## src/rtl/dmem_ctrl.sv

```systemverilog
// Byte-addressed, big-endian data memory for the MEM stage with request/response handshake.
// Misaligned accesses span two rows and take an extra SPLIT cycle; a zero-clear sweep runs after reset.
module dmem_ctrl #(
    parameter int DATA_W = 16,
    parameter int DEPTH  = 32,
    parameter int ADDR_W = 16
) (
    input  logic                clk,
    input  logic                rst,
    input  logic                req_valid,
    output logic                req_ready,
    input  logic                req_we,
    input  logic [ADDR_W-1:0]   req_addr,
    input  logic [DATA_W-1:0]   req_wdata,
    input  logic [DATA_W/8-1:0] req_be,
    output logic                resp_valid,
    output logic [DATA_W-1:0]   resp_rdata,
    output logic                resp_err
);
    localparam int BYTES     = DATA_W / 8;
    localparam int OFF_W     = $clog2(BYTES);
    localparam int ROW_W     = $clog2(DEPTH);
    localparam int LAST_BYTE = DEPTH * BYTES - 1;

    typedef enum logic [1:0] {CLEAR, IDLE, SPLIT} state_t;

    state_t state, next_state;
    logic [ROW_W-1:0] clr_idx;
    logic [7:0] mem [DEPTH][BYTES];

    logic [ROW_W-1:0]  lat_row;
    logic [OFF_W-1:0]  lat_off;
    logic              lat_we;
    logic [DATA_W-1:0] lat_wdata;
    logic [DATA_W-1:0] lat_rdata;
    logic [BYTES-1:0]  lat_be;

    logic              accept;
    logic              req_err;
    logic              req_misaligned;
    logic [ADDR_W:0]   last_addr;
    logic              second;
    logic              mem_we;
    logic              cur_we;
    logic [DATA_W-1:0] cur_wdata;
    logic [BYTES-1:0]  cur_be;
    logic [OFF_W-1:0]  cur_off;
    logic [ROW_W-1:0]  cur_row;
    logic [ROW_W-1:0]  phase_row;
    logic [OFF_W:0]    byte_sum;
    logic [BYTES-1:0]  byte_hit;
    logic [OFF_W-1:0]  byte_pos [BYTES];
    logic [DATA_W-1:0] rd_word;

    assign req_ready      = (state == IDLE) && !rst;
    assign accept         = req_valid && req_ready;
    // One extra bit so addresses near the top of the space cannot wrap into range
    assign last_addr      = {1'b0, req_addr} + (ADDR_W+1)'(BYTES - 1);
    assign req_err        = last_addr > (ADDR_W+1)'(LAST_BYTE);
    assign req_misaligned = req_addr[OFF_W-1:0] != '0;

    always_ff @(posedge clk) begin
        if (rst) state <= CLEAR;
        else     state <= next_state;
    end

    always_comb begin
        next_state = state;
        case (state)
            CLEAR:   if (clr_idx == ROW_W'(DEPTH - 1)) next_state = IDLE;
            IDLE:    if (accept && !req_err && req_misaligned) next_state = SPLIT;
            SPLIT:   next_state = IDLE;
            default: next_state = CLEAR;
        endcase
    end

    // Byte k of the word sits at offset+k; a carry out of the offset field means it lands in row r+1
    always_comb begin
        second    = (state == SPLIT);
        cur_we    = second ? lat_we    : req_we;
        cur_wdata = second ? lat_wdata : req_wdata;
        cur_be    = second ? lat_be    : req_be;
        cur_off   = second ? lat_off   : req_addr[OFF_W-1:0];
        cur_row   = second ? lat_row   : req_addr[OFF_W +: ROW_W];
        phase_row = cur_row + ROW_W'(second);
        rd_word   = second ? lat_rdata : '0;
        byte_hit  = '0;
        byte_sum  = '0;
        for (int k = 0; k < BYTES; k++) begin
            byte_sum    = {1'b0, cur_off} + (OFF_W+1)'(k);
            byte_pos[k] = byte_sum[OFF_W-1:0];
            byte_hit[k] = (byte_sum[OFF_W] == second);
            if (byte_hit[k]) rd_word[8*(BYTES-1-k) +: 8] = mem[phase_row][byte_pos[k]];
        end
        mem_we = !rst && cur_we && ((accept && !req_err) || second);
    end

    always_ff @(posedge clk) begin
        if (!rst && state == CLEAR) begin
            for (int b = 0; b < BYTES; b++) mem[clr_idx][b] <= '0;
        end else if (mem_we) begin
            for (int k = 0; k < BYTES; k++) begin
                if (byte_hit[k] && cur_be[BYTES-1-k])
                    mem[phase_row][byte_pos[k]] <= cur_wdata[8*(BYTES-1-k) +: 8];
            end
        end
    end

    always_ff @(posedge clk) begin
        if (rst) begin
            clr_idx    <= '0;
            resp_valid <= 1'b0;
            resp_rdata <= '0;
            resp_err   <= 1'b0;
        end else begin
            resp_valid <= 1'b0;
            resp_rdata <= '0;
            resp_err   <= 1'b0;
            if (state == CLEAR) clr_idx <= clr_idx + ROW_W'(1);
            if (accept) begin
                if (req_err) begin
                    resp_valid <= 1'b1;
                    resp_err   <= 1'b1;
                end else if (!req_misaligned) begin
                    resp_valid <= 1'b1;
                    resp_rdata <= req_we ? '0 : rd_word;
                end else begin
                    lat_row   <= req_addr[OFF_W +: ROW_W];
                    lat_off   <= req_addr[OFF_W-1:0];
                    lat_we    <= req_we;
                    lat_wdata <= req_wdata;
                    lat_be    <= req_be;
                    lat_rdata <= rd_word;
                end
            end else if (second) begin
                resp_valid <= 1'b1;
                resp_rdata <= lat_we ? '0 : rd_word;
            end
        end
    end
endmodule

```

## config.mk

```make
export PLATFORM = sky130hd
export DESIGN_NAME = dmem_ctrl
export DESIGN_NICKNAME = d
export VERILOG_FILES = /design/src/rtl/dmem_ctrl.sv
export SDC_FILE = /design/constraint.sdc
export NUM_CORES = 1
export LEC_CHECK = 0
export CAP_MARGIN = 25
export CORE_AREA = 8 8 237 239
export CTS_BUF_LIST = sky130_fd_sc_hd__clkbuf_8
export DETAILED_ROUTE_END_ITERATION = 16
export DIE_AREA = 0 0 245 247
export PLACE_DENSITY_LB_ADDON = 0.12
export SLEW_MARGIN = 40
export SYNTH_ARGS = -nofsm -noshare
export SYNTH_HDL_FRONTEND = slang
export SYNTH_SLANG_ARGS = --single-unit
```

## constraint.sdc

```tcl
create_clock -name clk -period 4.4 [get_ports clk]
set_input_delay 0.88 -clock clk [delete_from_list [all_inputs] [get_ports clk]]
set_output_delay 0.88 -clock clk [all_outputs]
set_load 0.02 [all_outputs]
```

After elaboration in Yosys (flattened, before gate mapping) --
Memories as Yosys holds them, arrays and structs flattened. Cells that the tools add are included.
Word-level totals: memory bits (writable) 512, memories kept 1, input port bits 38, register bits after elaboration 65, output and inout bits 19
Operators by class: muxes and demuxes 61, reductions and logical operators 19, order comparisons 5, equality and inequality tests 6, bitwise gates (word level) 22, $add $sub $neg 4
Memory list:
- mem | words 32, bits a word 16, rd ports 1, clocked after memory_dff 0, write ports 1, line 29 | logic [7:0] mem [DEPTH][BYTES];
Operators by type and width (number):
- two-way mux 16 bit | 12
- two-way mux 8 bit | 10
- two-way mux 1 bit | 31
- adder 16 x 1 -> 17 bit, second input constant | 1
- greater-than comparator 17 x 6 -> 1 bit, second input constant | 1
- demux 8 bit (select 1 bit) | 2
- bitwise OR 1 bit | 16
- OR reduction 16 bit | 1
- logical AND 1 bit | 11
- two-way mux 5 bit | 2
- two-way mux 2 bit | 3
- one-hot mux 2 bit (3 select lines) | 1
- adder 5 x 1 -> 5 bit | 1
- adder 5 x 1 -> 5 bit, second input constant | 1
- equality test 5 bit, second input constant | 1
- greater-or-equal comparator 2 bit, second input constant | 2
- less-than comparator 2 x 1 -> 1 bit, second input constant | 2
- inverter 1 bit | 4
- inverter 1 -> 2 bit | 2
- AND reduction 4 bit | 1
- adder 1 x 1 -> 2 bit, second input constant | 1
- equality test 2 x 1 -> 1 bit, second input constant | 1
- equality test 2 bit, second input constant | 1
- logical NOT 1 bit | 2
- other kinds (7) | 7

Longest topological paths before layout --
depth after elaboration 12, depth in mapped cells 18, depth with buffers taken out 10

Worst setup path after synthesis --
OpenSTA, ideal clock, no wires.
kind input -> register, start input port req_addr[0], end memory mem[0][7] (netlist bit) (data pin), path slack -162 ps, stages 13, required time 3933 ps, setup time 467 ps, data arrival time 4095 ps, buffers on the path 3, path through buf_2 > inv_2 > ha_1 > nor2_1 > o2111a_1 > o31ai_1 > and4_1 > and3_1 > buf_4 > nor3b_4 > buf_6 > nor2b_1 > a211oi_1
Between the ends: longest elaborated chain between the ends 12, elaborated cells between the ends (all ways) 48, those cells by class add/sub (2); order compare (5); eq/ne (1); mux (14); bitwise (18); reduce/logical (8)
Ends and longest elaborated chain:
- start: declaration | line 13 | input logic [ADDR_W-1:0] req_addr,
- adder 16 x 1 -> 17 bit | line 58 | assign last_addr = {1'b0, req_addr} + (ADDR_W+1)'(BYTES - 1);
- greater-than comparator 17 x 6 -> 1 bit | line 59 | assign req_err = last_addr > (ADDR_W+1)'(LAST_BYTE);
- logical NOT 1 bit | line 95 | mem_we = !rst && cur_we && ((accept && !req_err) || second);
- logical AND 1 bit | line 95
- logical OR 1 bit | line 95
- logical AND 1 bit | line 95
- two-way mux 1 bit | line 101 | end else if (mem_we) begin
- two-way mux 1 bit | line 99 | if (!rst && state == CLEAR) begin
- two-way mux 16 bit (not written as such) | line 104 | mem[phase_row][byte_pos[k]] <= cur_wdata[8*(BYTES-1-k) +: 8];
- bitwise OR 1 bit (no line)
- OR reduction 16 bit (no line)
- two-way mux 16 bit (no line) *
- end: declaration | line 29
Mark *: on every way between the ends. The rest lies on a longest branch, timed or not.

Worst setup path in the final report --
start input port req_addr[0], end memory mem[24][10] (netlist bit) (enable)
Between the ends: longest elaborated chain between the ends 12, elaborated cells between the ends (all ways) 48, those cells by class add/sub (2); order compare (5); eq/ne (1); mux (14); bitwise (18); reduce/logical (8)
Ends and longest elaborated chain (line):
- adder 16 x 1 -> 17 bit | 58
- greater-than comparator 17 x 6 -> 1 bit | 59
- logical NOT 1 bit | 95
- logical AND 1 bit | 95
- logical OR 1 bit | 95
- logical AND 1 bit | 95
- two-way mux 1 bit | 101
- two-way mux 1 bit | 99
- two-way mux 16 bit (not written as such) | 104
- bitwise OR 1 bit (no line)
- OR reduction 16 bit (no line)
- two-way mux 5 bit (no line) or two-way mux 16 bit (tied branches)
Parallel ways exist; a longest one is shown, timed or not.

==> impl_metrics.ini <==
[status]
result_of_the_run = finished clean

[pwr]
static-leakage-power_uw = 0.00890
peakVddDrop_mv = 0.199
power.density_cell_area_nw_per_um2 = 390
total_power_uw = 10800

[worst_setup_path]
cp.arrival_ns = 4.26
timing.critical_path.max_delay_family = simple AND/OR/NAND/NOR gates
reg2reg_setup_slack_ns = 0.70
critical_path.startpoint_type = primary input
reg2reg_from = state[0]
r2r_end = mem[24][10]
cpMostUsedCell = buf_4
crit_path_cell_trace = clkdlybuf4s50_1, ha_1, and3_1, nand3_1, buf_4, nor4_1, a211o_1, and4_1, nor4b_1, buf_4, o21ai_0, nor2_1
endpoint_kind = register
r2r.worst_path.cells = 8
crit_buf_inv = 3
slowest_delay_ns = 0.70
critPathSlowestCell = nor2_1
worst-setup-path-type = primary input to register
worst-endpoint-required_ns = 4.66
worstPathMaxFanout = 8

[job]
cap_violations = 0

[timing]
finalMaxSlewViolations = 0
finalSetupViolations = 0
finalHoldViolCount = 0
rsz0062_at_grt = no
post-route-min-period_ns = 4.00
fmax_mhz = 250
finalCritPeriodShare_pct = 90.8
fin_skew_ns = 0.0522
final.setup.worst_slack_ns = 0.404
slew_at_the_pin_closest_to_its_max_slew_limit_ns = 0.857
relSlewSlack_pct = 42.2

[synth]
synth.lib_cells_used.distinct = 57
synth-edff-count = 543
mappedNetlistNets = 1279
synthArstFlopShare_pct = 0
post_synth_and_or_nand_nor_area_fraction_pct = 4.27
synth_adder_area_share_pct = 0.268
synth_top_family_by_area = multiplexers
synth_flop_cell = edfxtp_1
yosysWarnings = 0
synth_area_per_cell_um2 = 18.9
synthMuxAreaShare_pct = 18.1
seq_area_frac_synth_pct = 72.1
synth_compound_gate_area_share_pct = 3.03
synth_area_um2 = 23300
syn_inst = 1236
synth-seq-cells = 568
synthXorXnorAreaFrac_pct = 0.408

[floorplan]
rows = 84
die_h_um = 247
pin_count = 57
die_w_um = 245
floorplan.initialDensity_pct = 44.6
core_region_area_um2 = 52200
floorplan.die_area_um2 = 60500

[placed_design]
post_place_cells = 2077
dpl_worst_slack_ns = -0.217
post-dp-hpwl_mm = 35.8
place.gp.congestion = 0.813
numPortBuffers = 56

[detailed_routing]
routedWlPerCell_um = 24.9
detail_route.vias_per_cell = 5.50
drtIter0Drc = 953
met3_routed_wl_mm = 3.49
highest_layer = met5
postRouteWirelength_mm = 55.9
dr_total_vias = 12351
met1Wirelength_mm = 26.8
detail-route-antenna-nets = 0
drt-pass1-iter-count = 5
drcViolationCount = 0
wl_met2_mm = 24.1

[finish]
area_growth_syn_to_layout_pct = 18.9
nFillCells = 4124
final_cells = 2244
fraction_of_final_layout_cells_sized_beyond_drive_strength_1_pct = 29.1
fin_nets = 1524
utilization_pct = 53.0

[global_routing]
grt_antenna_before_repair = 3
grt_start_max_net_pins = 52
grt_pass1_vias = 12808
grtUsageTotal_pct = 18.6
global_route.overflow_total = 0
grt_pass1_wl_mm = 83.4

[worst_hold_path]
timing.hold.worst_endpoint = resp_rdata[14]
timing.hold.worst.class = register to register
worstHoldStart = lat_rdata[14]
worstHoldPathCells = 2

[cts]
path_clk_slew_ns = 0.07
post_cts_resized = 0
cts_max_path_buffers = 3
worstSkewPairLatency_ns = 0.68
tritoncts_clock_tree = yes
number_of_sinks_handled_by_clock_tree_synthesis = 568
tritoncts.num_buffers = 90
cts_htree_levels = 3
cts.repair_timing.setup_buffer_count = 0
clockRootBuffer = clkbuf_8
hold_buffers = 0
-- cell usage after synthesis (14+ instances only) --
cell      count  area share [%]
edfxtp_1    543              70
buf_2        19            0.41
clkbuf_1     26            0.42
o22ai_1      17            0.46
nor2_1       98             1.6
dfxtp_1      25             2.1
a21oi_1      20            0.43
mux2i_1     123             5.3
nand2_1      34            0.55
buf_4        14            0.45
mux4_2      128              12
o21ai_0      34            0.73
-- metrics by stage --
step	area [um2]	hold WS, ns	TNS, ns
after global placement	25900	0.487	-4.13
after detailed placement	25900	0.502	-7.97
final	27700	0.533	0
after global routing	27700	0.584	0
after CTS	27700	0.529	0
after floorplan	23300	0.443	-9.18
-- final cells by class --
type,count,area [um2],share of cell area [%]
clock inverters,68,399,1.44
inverters,3,11.3,0.0406
flip-flops and latches,568,16800,60.7
diodes,1,2.50,0.00903
multi-input cells,594,6280,22.7
repair buffers,224,2000,7.21
well taps,688,861,3.11
clock buffers,98,1350,4.87
-- kinds of logic (layout without fill, tap and decap cells) --
kind of cell	count (synthesis)	count (layout)
flip-flops	568	568
adder cells (fa/ha/maj)	5	5
buffers and inverters	74	393
XOR/XNOR	10	10
other	0	1
AND/OR/NAND/NOR	208	208
multiplexers	257	257
AO/OA/AOI/OAI	114	114
-- routing by layer --
metal | global-route usage (%) | up-vias
li1 | - | 5514
met1 | 27.7 | 6351
met2 | 26.8 | 397
met3 | 3.86 | 87
met4 | 6.75 | 2
met5 | 0 | -
-- power breakdown --
| group | switching [uW] | total (uW) | leakage (uW) | internal, uW |
|---|---|---|---|---|
| Combinational | 305 | 562 | 0.00335 | 257 |
| Clock | 2070 | 4370 | 0.000983 | 2290 |
| Sequential | 12.0 | 5890 | 0.00457 | 5880 |
-- placed cells by master (no fill, tap or decap), drive strengths merged, types with 9 or more instances in the layout --
master	instances
mux4	128
edfxtp	543
o22ai	17
and3	9
nand3	9
nand2	34
nor2	99
a21oi	20
dfxtp	25
clkdlybuf4s50	56
clkbuf	98
mux2i	126
buf	168
and2	13
clkinv	35
a211oi	9
a31oi	13
o21ai	36
inv	29
nor2b	12
-- sequential cells by signal, indices dropped and copies added (netlist names) --
signal / cells
clr_idx: 5
resp_rdata: 16
lat_row: 5
lat_wdata: 16
lat_rdata: 8
lat_we: 1
resp_valid: 1
resp_err: 1
state: 2
lat_be: 1
mem: 512
-- worst register-to-register path, cell delays in order, from the launching register on --
cell and delay (ns):
dfxtp_1 0.52, nand2b_2 0.21, buf_4 0.48, nor2_1 0.15, and3_1 0.35, nor4b_1 0.43, buf_4 0.17, o21ai_0 0.28
nor2_1 0.70
-- worst max path at each step --
stage | startpoint | endpoint | cells after the start
finish | req_addr[0] | mem[24][10] | 12
global route | req_addr[0] | mem[24][13] | 12
CTS | req_addr[0] | mem[19][15] | 12
detailed placement | req_addr[0] | mem[19][14] | 12
global placement | req_addr[0] | mem[17][2] | 10
floorplan | rst | mem[0][0] | 10
(Power assumes the default switching activity.)
